File: src/rtl/cnn_pad_pkg.sv
// Shared widths, padding-unit answer encodings and scan FSM states for the
// padded feature-map reader.
package cnn_pad_pkg;

  localparam int COORD_W = 11;
  localparam int ADDR_W  = 64;
  localparam int PAD_W   = 4;

  localparam logic [1:0] EN_INVALID = 2'd0;
  localparam logic [1:0] EN_PAD     = 2'd1;
  localparam logic [1:0] EN_FM      = 2'd2;

  typedef enum logic [2:0] {
    IDLE,
    REQ,
    MEM,
    EMIT,
    DONE
  } state_t;

  // One extra bit so an oversize padded dimension is visible in the MSB.
  function automatic logic [COORD_W:0] padDim(input logic [PAD_W-1:0]   padA,
                                              input logic [COORD_W-1:0] fmDim,
                                              input logic [PAD_W-1:0]   padB);
    return (COORD_W+1)'(padA) + (COORD_W+1)'(fmDim) + (COORD_W+1)'(padB);
  endfunction

endpackage

File: src/rtl/padded_fm_reader_if.sv
// Padding-unit request/answer, feature-map read port and output stream of the
// padded feature-map reader; master is the reader side.
interface padded_fm_reader_if
  import cnn_pad_pkg::*;
  #(parameter int DATA_WIDTH = 16);

  logic                  padInReady;
  logic [COORD_W-1:0]    padX;
  logic [COORD_W-1:0]    padY;
  logic [ADDR_W-1:0]     padRealAddr;
  logic [1:0]            padRealAddrEn;
  logic                  padOutReady;

  logic                  memRdEn;
  logic [ADDR_W-1:0]     memRdAddr;
  logic [DATA_WIDTH-1:0] memRdData;
  logic                  memRdValid;

  logic [DATA_WIDTH-1:0] dataOut;
  logic                  dataOutValid;
  logic                  dataOutReady;
  logic                  dataOutLast;

  modport master (
    output padInReady, padX, padY, memRdEn, memRdAddr,
           dataOut, dataOutValid, dataOutLast,
    input  padRealAddr, padRealAddrEn, padOutReady, memRdData, memRdValid,
           dataOutReady
  );

  modport slave (
    input  padInReady, padX, padY, memRdEn, memRdAddr,
           dataOut, dataOutValid, dataOutLast,
    output padRealAddr, padRealAddrEn, padOutReady, memRdData, memRdValid,
           dataOutReady
  );

endinterface

File: src/rtl/padded_scan_counter.sv
// Row-major x/y walker over a dimW x dimH padded map; wraps back to (0,0)
// after the last coordinate so an idle reader always presents the origin.
module padded_scan_counter
  import cnn_pad_pkg::*;
(
  input  logic               clk,
  input  logic               rst,
  input  logic               clear,
  input  logic               advance,
  input  logic [COORD_W:0]   dimW,
  input  logic [COORD_W:0]   dimH,
  output logic [COORD_W-1:0] posX,
  output logic [COORD_W-1:0] posY,
  output logic               last
);

  logic lastX;
  logic lastY;

  assign lastX = ({1'b0, posX} == dimW - (COORD_W+1)'(1));
  assign lastY = ({1'b0, posY} == dimH - (COORD_W+1)'(1));
  assign last  = lastX && lastY;

  always_ff @(posedge clk or posedge rst) begin
    if (rst) begin
      posX <= '0;
      posY <= '0;
    end else if (clear) begin
      posX <= '0;
      posY <= '0;
    end else if (advance) begin
      if (lastX) begin
        posX <= '0;
        posY <= lastY ? '0 : posY + COORD_W'(1);
      end else begin
        posX <= posX + COORD_W'(1);
      end
    end
  end

endmodule

File: src/rtl/padded_fm_reader.sv
// Walks a padded feature map in row-major order, asks the padding unit about
// each coordinate and streams zero words or feature-map reads in order.
module padded_fm_reader
  import cnn_pad_pkg::*;
  #(parameter int DATA_WIDTH = 16)
(
  input  logic               clk,
  input  logic               rst,
  input  logic               start,
  input  logic [COORD_W-1:0] fmX,
  input  logic [COORD_W-1:0] fmY,
  input  logic [PAD_W-1:0]   paddingUp,
  input  logic [PAD_W-1:0]   paddingDown,
  input  logic [PAD_W-1:0]   paddingLeft,
  input  logic [PAD_W-1:0]   paddingRight,
  output logic               busy,
  output logic               done,
  output logic               err,
  padded_fm_reader_if.master bus
);

  state_t                state, stateNext;
  logic [COORD_W:0]      wIn, hIn, dimW, dimH;
  logic [COORD_W-1:0]    posX, posY;
  logic                  scanLast, advance, startOk;
  logic                  capture, capFm, capBad, cfgZero, cfgOver;
  logic                  errReg, rdEn;
  logic [ADDR_W-1:0]     rdAddr;
  logic [DATA_WIDTH-1:0] dataReg;

  assign wIn     = padDim(paddingLeft, fmX, paddingRight);
  assign hIn     = padDim(paddingUp, fmY, paddingDown);
  assign cfgZero = (wIn == '0) || (hIn == '0);
  assign cfgOver = wIn[COORD_W] || hIn[COORD_W];
  assign startOk = (state == IDLE) && start;

  // The padding unit may answer combinationally in the cycle REQ is entered.
  assign capture = (state == REQ) && bus.padOutReady;
  assign capFm   = capture && (bus.padRealAddrEn == EN_FM);
  assign capBad  = capture && ((bus.padRealAddrEn == EN_INVALID) ||
                               (bus.padRealAddrEn == 2'd3));

  padded_scan_counter u_scan (
    .clk     (clk),
    .rst     (rst),
    .clear   (startOk),
    .advance (advance),
    .dimW    (dimW),
    .dimH    (dimH),
    .posX    (posX),
    .posY    (posY),
    .last    (scanLast)
  );

  always_comb begin
    stateNext = state;
    advance   = 1'b0;
    unique case (state)
      IDLE: if (start) stateNext = (cfgZero || cfgOver) ? DONE : REQ;
      REQ:  if (bus.padOutReady) stateNext = capFm ? MEM : EMIT;
      MEM:  if (bus.memRdValid) stateNext = EMIT;
      EMIT: if (bus.dataOutReady) begin
        advance   = 1'b1;
        stateNext = scanLast ? DONE : REQ;
      end
      DONE: stateNext = IDLE;
      default: stateNext = IDLE;
    endcase
  end

  always_ff @(posedge clk or posedge rst) begin
    if (rst) begin
      state   <= IDLE;
      dimW    <= '0;
      dimH    <= '0;
      errReg  <= 1'b0;
      rdEn    <= 1'b0;
      rdAddr  <= '0;
      dataReg <= '0;
    end else begin
      state <= stateNext;
      rdEn  <= capFm;
      if (capFm) rdAddr <= bus.padRealAddr;
      if (startOk) begin
        dimW   <= wIn;
        dimH   <= hIn;
        errReg <= cfgOver;
      end else if (capBad) begin
        errReg <= 1'b1;
      end
      // Invalid answers fall through to the padding path and emit zero.
      if (capture && !capFm) dataReg <= '0;
      else if ((state == MEM) && bus.memRdValid) dataReg <= bus.memRdData;
    end
  end

  assign bus.padInReady   = (state == REQ);
  assign bus.padX         = posX;
  assign bus.padY         = posY;
  assign bus.memRdEn      = rdEn;
  assign bus.memRdAddr    = rdAddr;
  assign bus.dataOut      = dataReg;
  assign bus.dataOutValid = (state == EMIT);
  assign bus.dataOutLast  = (state == EMIT) && scanLast;
  assign busy             = (state != IDLE);
  assign done             = (state == DONE);
  assign err              = errReg;

endmodule

File: src/flat_wrapper.sv
// flat-port wrapper written by rule: the top's interface ports become plain ports
module padded_fm_reader_flat import cnn_pad_pkg::*;
#(parameter int DATA_WIDTH = 16)
  (clk, rst, start, fmX, fmY, paddingUp, paddingDown, paddingLeft, paddingRight, busy, done, err, bus_padInReady, bus_padX, bus_padY, bus_memRdEn, bus_memRdAddr, bus_dataOut, bus_dataOutValid, bus_dataOutLast, bus_padRealAddr, bus_padRealAddrEn, bus_padOutReady, bus_memRdData, bus_memRdValid, bus_dataOutReady);
  padded_fm_reader_if #(.DATA_WIDTH(DATA_WIDTH)) bus_i ();
  input  logic clk;
  input  logic rst;
  input  logic start;
  input  logic [COORD_W-1:0] fmX;
  input  logic [COORD_W-1:0] fmY;
  input  logic [PAD_W-1:0] paddingUp;
  input  logic [PAD_W-1:0] paddingDown;
  input  logic [PAD_W-1:0] paddingLeft;
  input  logic [PAD_W-1:0] paddingRight;
  output logic busy;
  output logic done;
  output logic err;
  output wire logic [$bits(bus_i.padInReady)-1:0] bus_padInReady;
  output wire logic [$bits(bus_i.padX)-1:0] bus_padX;
  output wire logic [$bits(bus_i.padY)-1:0] bus_padY;
  output wire logic [$bits(bus_i.memRdEn)-1:0] bus_memRdEn;
  output wire logic [$bits(bus_i.memRdAddr)-1:0] bus_memRdAddr;
  output wire logic [$bits(bus_i.dataOut)-1:0] bus_dataOut;
  output wire logic [$bits(bus_i.dataOutValid)-1:0] bus_dataOutValid;
  output wire logic [$bits(bus_i.dataOutLast)-1:0] bus_dataOutLast;
  input wire logic [$bits(bus_i.padRealAddr)-1:0] bus_padRealAddr;
  input wire logic [$bits(bus_i.padRealAddrEn)-1:0] bus_padRealAddrEn;
  input wire logic [$bits(bus_i.padOutReady)-1:0] bus_padOutReady;
  input wire logic [$bits(bus_i.memRdData)-1:0] bus_memRdData;
  input wire logic [$bits(bus_i.memRdValid)-1:0] bus_memRdValid;
  input wire logic [$bits(bus_i.dataOutReady)-1:0] bus_dataOutReady;
  assign bus_padInReady = bus_i.padInReady;
  assign bus_padX = bus_i.padX;
  assign bus_padY = bus_i.padY;
  assign bus_memRdEn = bus_i.memRdEn;
  assign bus_memRdAddr = bus_i.memRdAddr;
  assign bus_dataOut = bus_i.dataOut;
  assign bus_dataOutValid = bus_i.dataOutValid;
  assign bus_dataOutLast = bus_i.dataOutLast;
  assign bus_i.padRealAddr = bus_padRealAddr;
  assign bus_i.padRealAddrEn = bus_padRealAddrEn;
  assign bus_i.padOutReady = bus_padOutReady;
  assign bus_i.memRdData = bus_memRdData;
  assign bus_i.memRdValid = bus_memRdValid;
  assign bus_i.dataOutReady = bus_dataOutReady;
  padded_fm_reader #(.DATA_WIDTH(DATA_WIDTH)) u_core (.clk(clk), .rst(rst), .start(start), .fmX(fmX), .fmY(fmY), .paddingUp(paddingUp), .paddingDown(paddingDown), .paddingLeft(paddingLeft), .paddingRight(paddingRight), .busy(busy), .done(done), .err(err), .bus(bus_i));
endmodule
File: config.mk
export PLATFORM = sky130hd
export DESIGN_NAME = padded_fm_reader_flat
export DESIGN_NICKNAME = d
export VERILOG_FILES = /design/src/rtl/cnn_pad_pkg.sv /design/src/rtl/padded_fm_reader_if.sv /design/src/rtl/padded_scan_counter.sv /design/src/rtl/padded_fm_reader.sv /design/src/flat_wrapper.sv
export SDC_FILE = /design/constraint.sdc
export NUM_CORES = 1
export LEC_CHECK = 0
export ABC_AREA = 1
export BUFFER_PORTS_ARGS = -buffer_cell sky130_fd_sc_hd__buf_4
export CAP_MARGIN = 20
export CORE_MARGIN = 5
export CORE_UTILIZATION = 56
export CTS_BUF_LIST = sky130_fd_sc_hd__clkbuf_4 sky130_fd_sc_hd__clkbuf_8 sky130_fd_sc_hd__clkbuf_16
export CTS_CLUSTER_SIZE = 28
export DETAILED_ROUTE_END_ITERATION = 10
export HOLD_SLACK_MARGIN = 0.03
export PLACE_DENSITY = 0.95
export SETUP_SLACK_MARGIN = 0.1
export SYNTH_ARGS = -nofsm -noshare
export SYNTH_HDL_FRONTEND = slang
export SYNTH_SLANG_ARGS = --single-unit
File: constraint.sdc
create_clock -name clk -period 10.2 [get_ports clk]
set_input_delay 0 -clock clk [delete_from_list [all_inputs] [get_ports clk]]
set_output_delay 0 -clock clk [all_outputs]
set_load 0.05 [all_outputs]
## Yosys cells after proc, flatten, opt, wreduce, memory -nomap -nowiden

Index checks and enable logic that the tools add are counted.

- Register bits: 131
- Input bits: 126
- Output and inout port bits: 109
- Logic and storage cells: 74

- Add/subtract/negate cells: 8
- Equality and inequality tests: 12
- Multiplexer cells: 21
- Reductions and logical operators: 24

Operators by type and width:

| kind | count |
|---|---|
| $mux W11 | 7 |
| $mux W16 | 2 |
| $add A12 B4 Y12 | 2 |
| $add A4 B11 Y12 | 2 |
| $eq A11 B12 Y1 | 2 |
| $logic_not A12 Y1 | 2 |
| $sub A12 B1 Y12 const B | 2 |
| $add A11 B1 Y11 const B | 2 |
| $mux W3 | 6 |
| $pmux W3 S4 | 1 |
| $logic_and A1 B1 Y1 | 8 |
| $reduce_bool A2 Y1 | 4 |
| $eq A3 B2 Y1 const B | 2 |
| $mux W1 | 5 |
| $eq A2 B2 Y1 const B | 2 |
| $logic_or A1 B1 Y1 | 4 |
| $ne A2 B1 Y1 const B | 2 |
| $ne A2 B2 Y1 const B | 2 |
| $reduce_and A4 Y1 | 1 |
| $eq A3 B1 Y1 const B | 1 |
| $eq A3 B3 Y1 const B | 1 |
| $logic_not A3 Y1 | 1 |
| $reduce_bool A3 Y1 | 1 |
| $logic_not A2 Y1 | 1 |
| 2 further kinds | 2 |

## Depth between registers and ports, before layout

- Depth after elaboration: 8
- Gate-level depth with buffers: 19
- Mapped depth without buffers: 19

## Modules after synthesis

A second synthesis with hierarchy kept.

- Cells, all modules: 1039
- Area, all modules: 7490.9 um^2

By module, submodules not included:

| module | times used | cells each | area each (um^2) | seq. area each (um^2) |
|---|---|---|---|---|
| padded_fm_reader | 1 | 655 | 5268.8 | 2727.6 |
| padded_scan_counter | 1 | 384 | 2222.1 | 550.5 |

## Least setup slack after synthesis

No wires, ideal clock.

- Path type: reg2reg
- From: register u_core.state[0]
- To: register u_core.u_scan.posY[6]
- Setup time: 129 ps
- Arrival: 2406 ps
- Required time: 10071 ps
- Path slack: 7665 ps
- Stages on the path, launching flop included: 9
- Cell sequence: dfrtp_1 -> inv_1 -> nor3_1 -> nand2_1 -> nand2_1 -> nand2_4 -> clkinv_2 -> buf_6 -> o21ai_0

- Cells in the longest elaborated chain, start to end: 4
- Elaborated cells between the ends (all ways): 8

RTL lines:

| element | line | source |
|---|---|---|
| start: declaration | padded_fm_reader.sv:22 | `state_t state, stateNext;` |
| start signal: assignment | padded_fm_reader.sv:81 | `state <= stateNext;` |
| $eq A3 B2 Y1 | -- |  |
| net bus_dataOutValid | flat_wrapper.sv:24 | `output wire logic [$bits(bus_i.dataOutValid)-1:0] bus_dataOutValid;` |
| $mux W1 | padded_fm_reader.sv:58 | `unique case (state)` |
| $reduce_bool A2 Y1 (no line) | -- |  |
| $reduce_and A2 Y1 (no line) | -- |  |
| end signal: assignment | padded_scan_counter.sv:34 | `posY <= lastY ? '0 : posY + COORD_W'(1);` |
| end: declaration | padded_scan_counter.sv:13 | `output logic [COORD_W-1:0] posY,` |

The timed path passes the listed nets, and every way through them passes these cells.
A chain may end at the register's enable or synchronous reset.

## Worst setup path after layout

- From: register u_core.state[0]
- To: register u_core.u_scan.posY[3]

- Cells in the longest elaborated chain, start to end: 4
- Elaborated cells between the ends (all ways): 8

RTL lines:

| element | line |
|---|---|
| $eq A3 B2 Y1 / $logic_not A3 Y1 (equally long branches) | padded_fm_reader.sv:58, padded_fm_reader.sv:35 |
| $mux W1 / $logic_and A1 B1 Y1 (equally long branches) | padded_fm_reader.sv:58, padded_fm_reader.sv:35 |
| $reduce_bool A2 Y1 (no line) | -- |
| $reduce_and A2 Y1 (no line) | -- |

Several ways; a longest one is shown, not always the timed one.

==> results.toml <==
[status]
status = "finished, final reports clean"

[drt]
routed_via_density = 5.59
wl_mm = 29.4
first_pass_iters = 8
vias = 8860
avgRoutedWirePerCell_um = 18.6
drcViolationCount = 0
drt_iter0_drc = 943
final_antenna_net_count = 0

[sta]
final.setup.tns_ps = 0
hold_slack_ps = 71.9
finalMaxSlewViolations = 0
post-route-min-period_ps = 3950
max_slew_margin = 0.318
fin_skew_ps = 16.4
rsz0062_at_grt = "no"
tightest_slew_ps = 1020
timing.final.crit_share = 0.387
setup-violations-final = 0
timing.fmax_mhz = 253
finalHoldViolCount = 0

[clock_tree]
cts_inserted_buffers = 17
post_cts_resized = 0
cts_setup_buffers = 0
htreeDepth = 4
clock_path_buffers = 2
cts_tree = "built"
insertion_delay_ps = 430
path_clk_slew_ps = 70
cts-hold-fix-buffers = 114
cts_sinks = 131
clockRootBuffer = "clkbuf_16"

[synthesis]
synth-edff-count = 0
yosysTopAreaCell = "dfrtp_1"
synth_area_um2 = 7570
ys.flop_type = "dfrtp_1"
syn_inst = 1049
yosysWarnings = 0
ys_seq_area_frac = 0.433
synth_cell_types = 41
ys_top_cells_by_count = "417 x nand2_1, 131 x dfrtp_1, 128 x inv_1, 89 x nand3_1, 69 x nor2_1"
synth.most_common_cell = "nand2_1"
ys_top_cells_by_area = "dfrtp_1 43%, nand2_1 21%, inv_1 6.3%, nand3_1 5.9%, nor2_1 3.4%"
syn_nets = 1198
avgSynthCellArea_um2 = 7.22
async_flop_share = 1.00
ys_ff_latch = 131
yosys.area.top_type_share = 0.433

[worst_setup_path]
cp_slowest_cell = "clkinv_1"
crit_arrival_ps = 4290
crit_required_ps = 10550
start_kind = "register"
path_cells = "nor3_2 -> inv_2 -> nor2_2 -> clkinv_1 -> nand2_1 -> nand2_4 -> clkinv_2 -> nand2_1 -> o21ai_2"
path_buf_inv = 3
end_kind = "register"
cp_top_family = "simple AND/OR/NAND/NOR gates"
critPathMostFrequentCell = "nand2_1"
max_stage_delay_ps = 1060
path_class = "reg -> reg"
cp_max_fo = 36

[job]
max_cap_violations = 0

[global_route]
grt_pass1_vias = 9183
grt_max_degree = 83
grt_pass1_wl_mm = 46.6
antenna_found_initial = 2
grtUsageTotal = 0.369
grt_overflow = 0

[layout]
drive_gt1_frac = 0.211
register_area_um2 = 3280
fin_area_um2 = 11200
area_growth_pct = 48.2
multiInputGateArea_um2 = 3680
final_cells = 1584
fillers = 702
nNetsFinal = 1541

[place]
dp_hpwl_mm = 16.3
dp.cells = 1434
gp_congestion = 0.933
numPortBuffers = 234
dpl_cell_area_um2 = 9460

[floorplanning]
coreArea_um2 = 13200
rows = 42
ioPinCount = 235
die_h_um = 126
initial_core_util = 0.572
fp.dieW_um = 126
die-area_um2 = 16000

[min_path]
hold_class = "in -> reg"

[power_and_ir_drop]
p_leak_nw = 5.97
ir_drop_uv = 252
powerDensity_nw_per_um2 = 311
[worst min-delay path, cell delays in order]
cell and delay, ps:
buf_4 100, inv_1 60, fa_1 200, o21ai_0 90
[cell families (layout without fill, tap and decap cells)]
family | Yosys count | in the layout | share of synthesized area
AOI/OAI and AO/OA | 81 | 81 | 0.0608
xor gates and xnor gates | 28 | 28 | 0.0324
adders and majority gates | 23 | 23 | 0.0479
buffers and inverters | 161 | 517 | 0.0833
DFF | 131 | 131 | 0.433
other | 0 | 3 | 0
and+or+nand+nor | 625 | 625 | 0.343
[per-stage QoR]
step	setup slack, ps	utilization	power, mW
2_1_floorplan	6700	-	2.15
3_3_place_gp	6630	0.714	2.63
3_5_place_dp	6420	0.714	2.69
4_1_cts	6360	0.845	3.37
5_1_grt	5850	0.848	3.67
6_report	6250	0.848	3.49
[registers in the layout, indices dropped and copies added (netlist names), 3 cells and up]
signal / cells
u_core.bus.memRdAddr: 64
u_core.bus.dataOut: 16
u_core.dimH: 12
u_core.dimW: 12
u_core.u_scan.posX: 11
u_core.u_scan.posY: 11
u_core.state: 3
[per-layer routing]
layer	global-route usage	vias up	wire (um)
met1	0.377	4122	9630
li1	-	3959	-
met2	0.656	577	15000
met5	0	-	0
met4	0.276	0	2540
met3	0.0815	202	2240
[final cells by class]
cell class / instances / share of cell area
clock buffer: 17 / 0.0379
inverter: 132 / 0.0445
tap: 176 / 0.0196
clock inverter: 15 / 0.0149
timing repair buffer: 353 / 0.263
sequential: 131 / 0.292
multi-input combinational: 757 / 0.327
antenna: 3 / 0.000669
[cell usage in the layout (no fill, tap or decap), drive strengths merged, types with 2 or more instances in the layout]
master	instances
nand2	419
nand3	90
dlygate4sd3	114
buf	239
nand3b	9
nor3	17
clkbuf	17
clkinv	7
a31oi	2
nor4	2
diode	3
xnor2	4
o31ai	2
or2	3
a21oi	7
inv	137
fa	10
dfrtp	131
o21ai	65
nor2	74
nand4	10
ha	13
xor2	24
clkinvlp	2
[where the power goes]
part | switching [mW] | total (mW) | internal, mW
clock | 0.278 | 0.626 | 0.349
combinational | 1.34 | 1.92 | 0.576
sequential | 0.215 | 0.945 | 0.730
[worst paths after layout]
path,cells after the start,to,slack (ps),start
max in group asynchronous,5,u_core.bus.memRdAddr[17],8890,rst
worst max-delay path,9,u_core.u_scan.posY[3],6250,u_core.state[0]
worst max register to register,9,u_core.u_scan.posY[3],6250,u_core.state[0]
min in group asynchronous,3,u_core.bus.memRdAddr[32],240,rst
worst min register to register,2,u_core.bus.memRdAddr[43],490,u_core.bus.memRdAddr[43]
worst min-delay path,4,u_core.dimW[0],70,paddingRight[0]
Note: power is estimated with default switching activity, not from simulation.
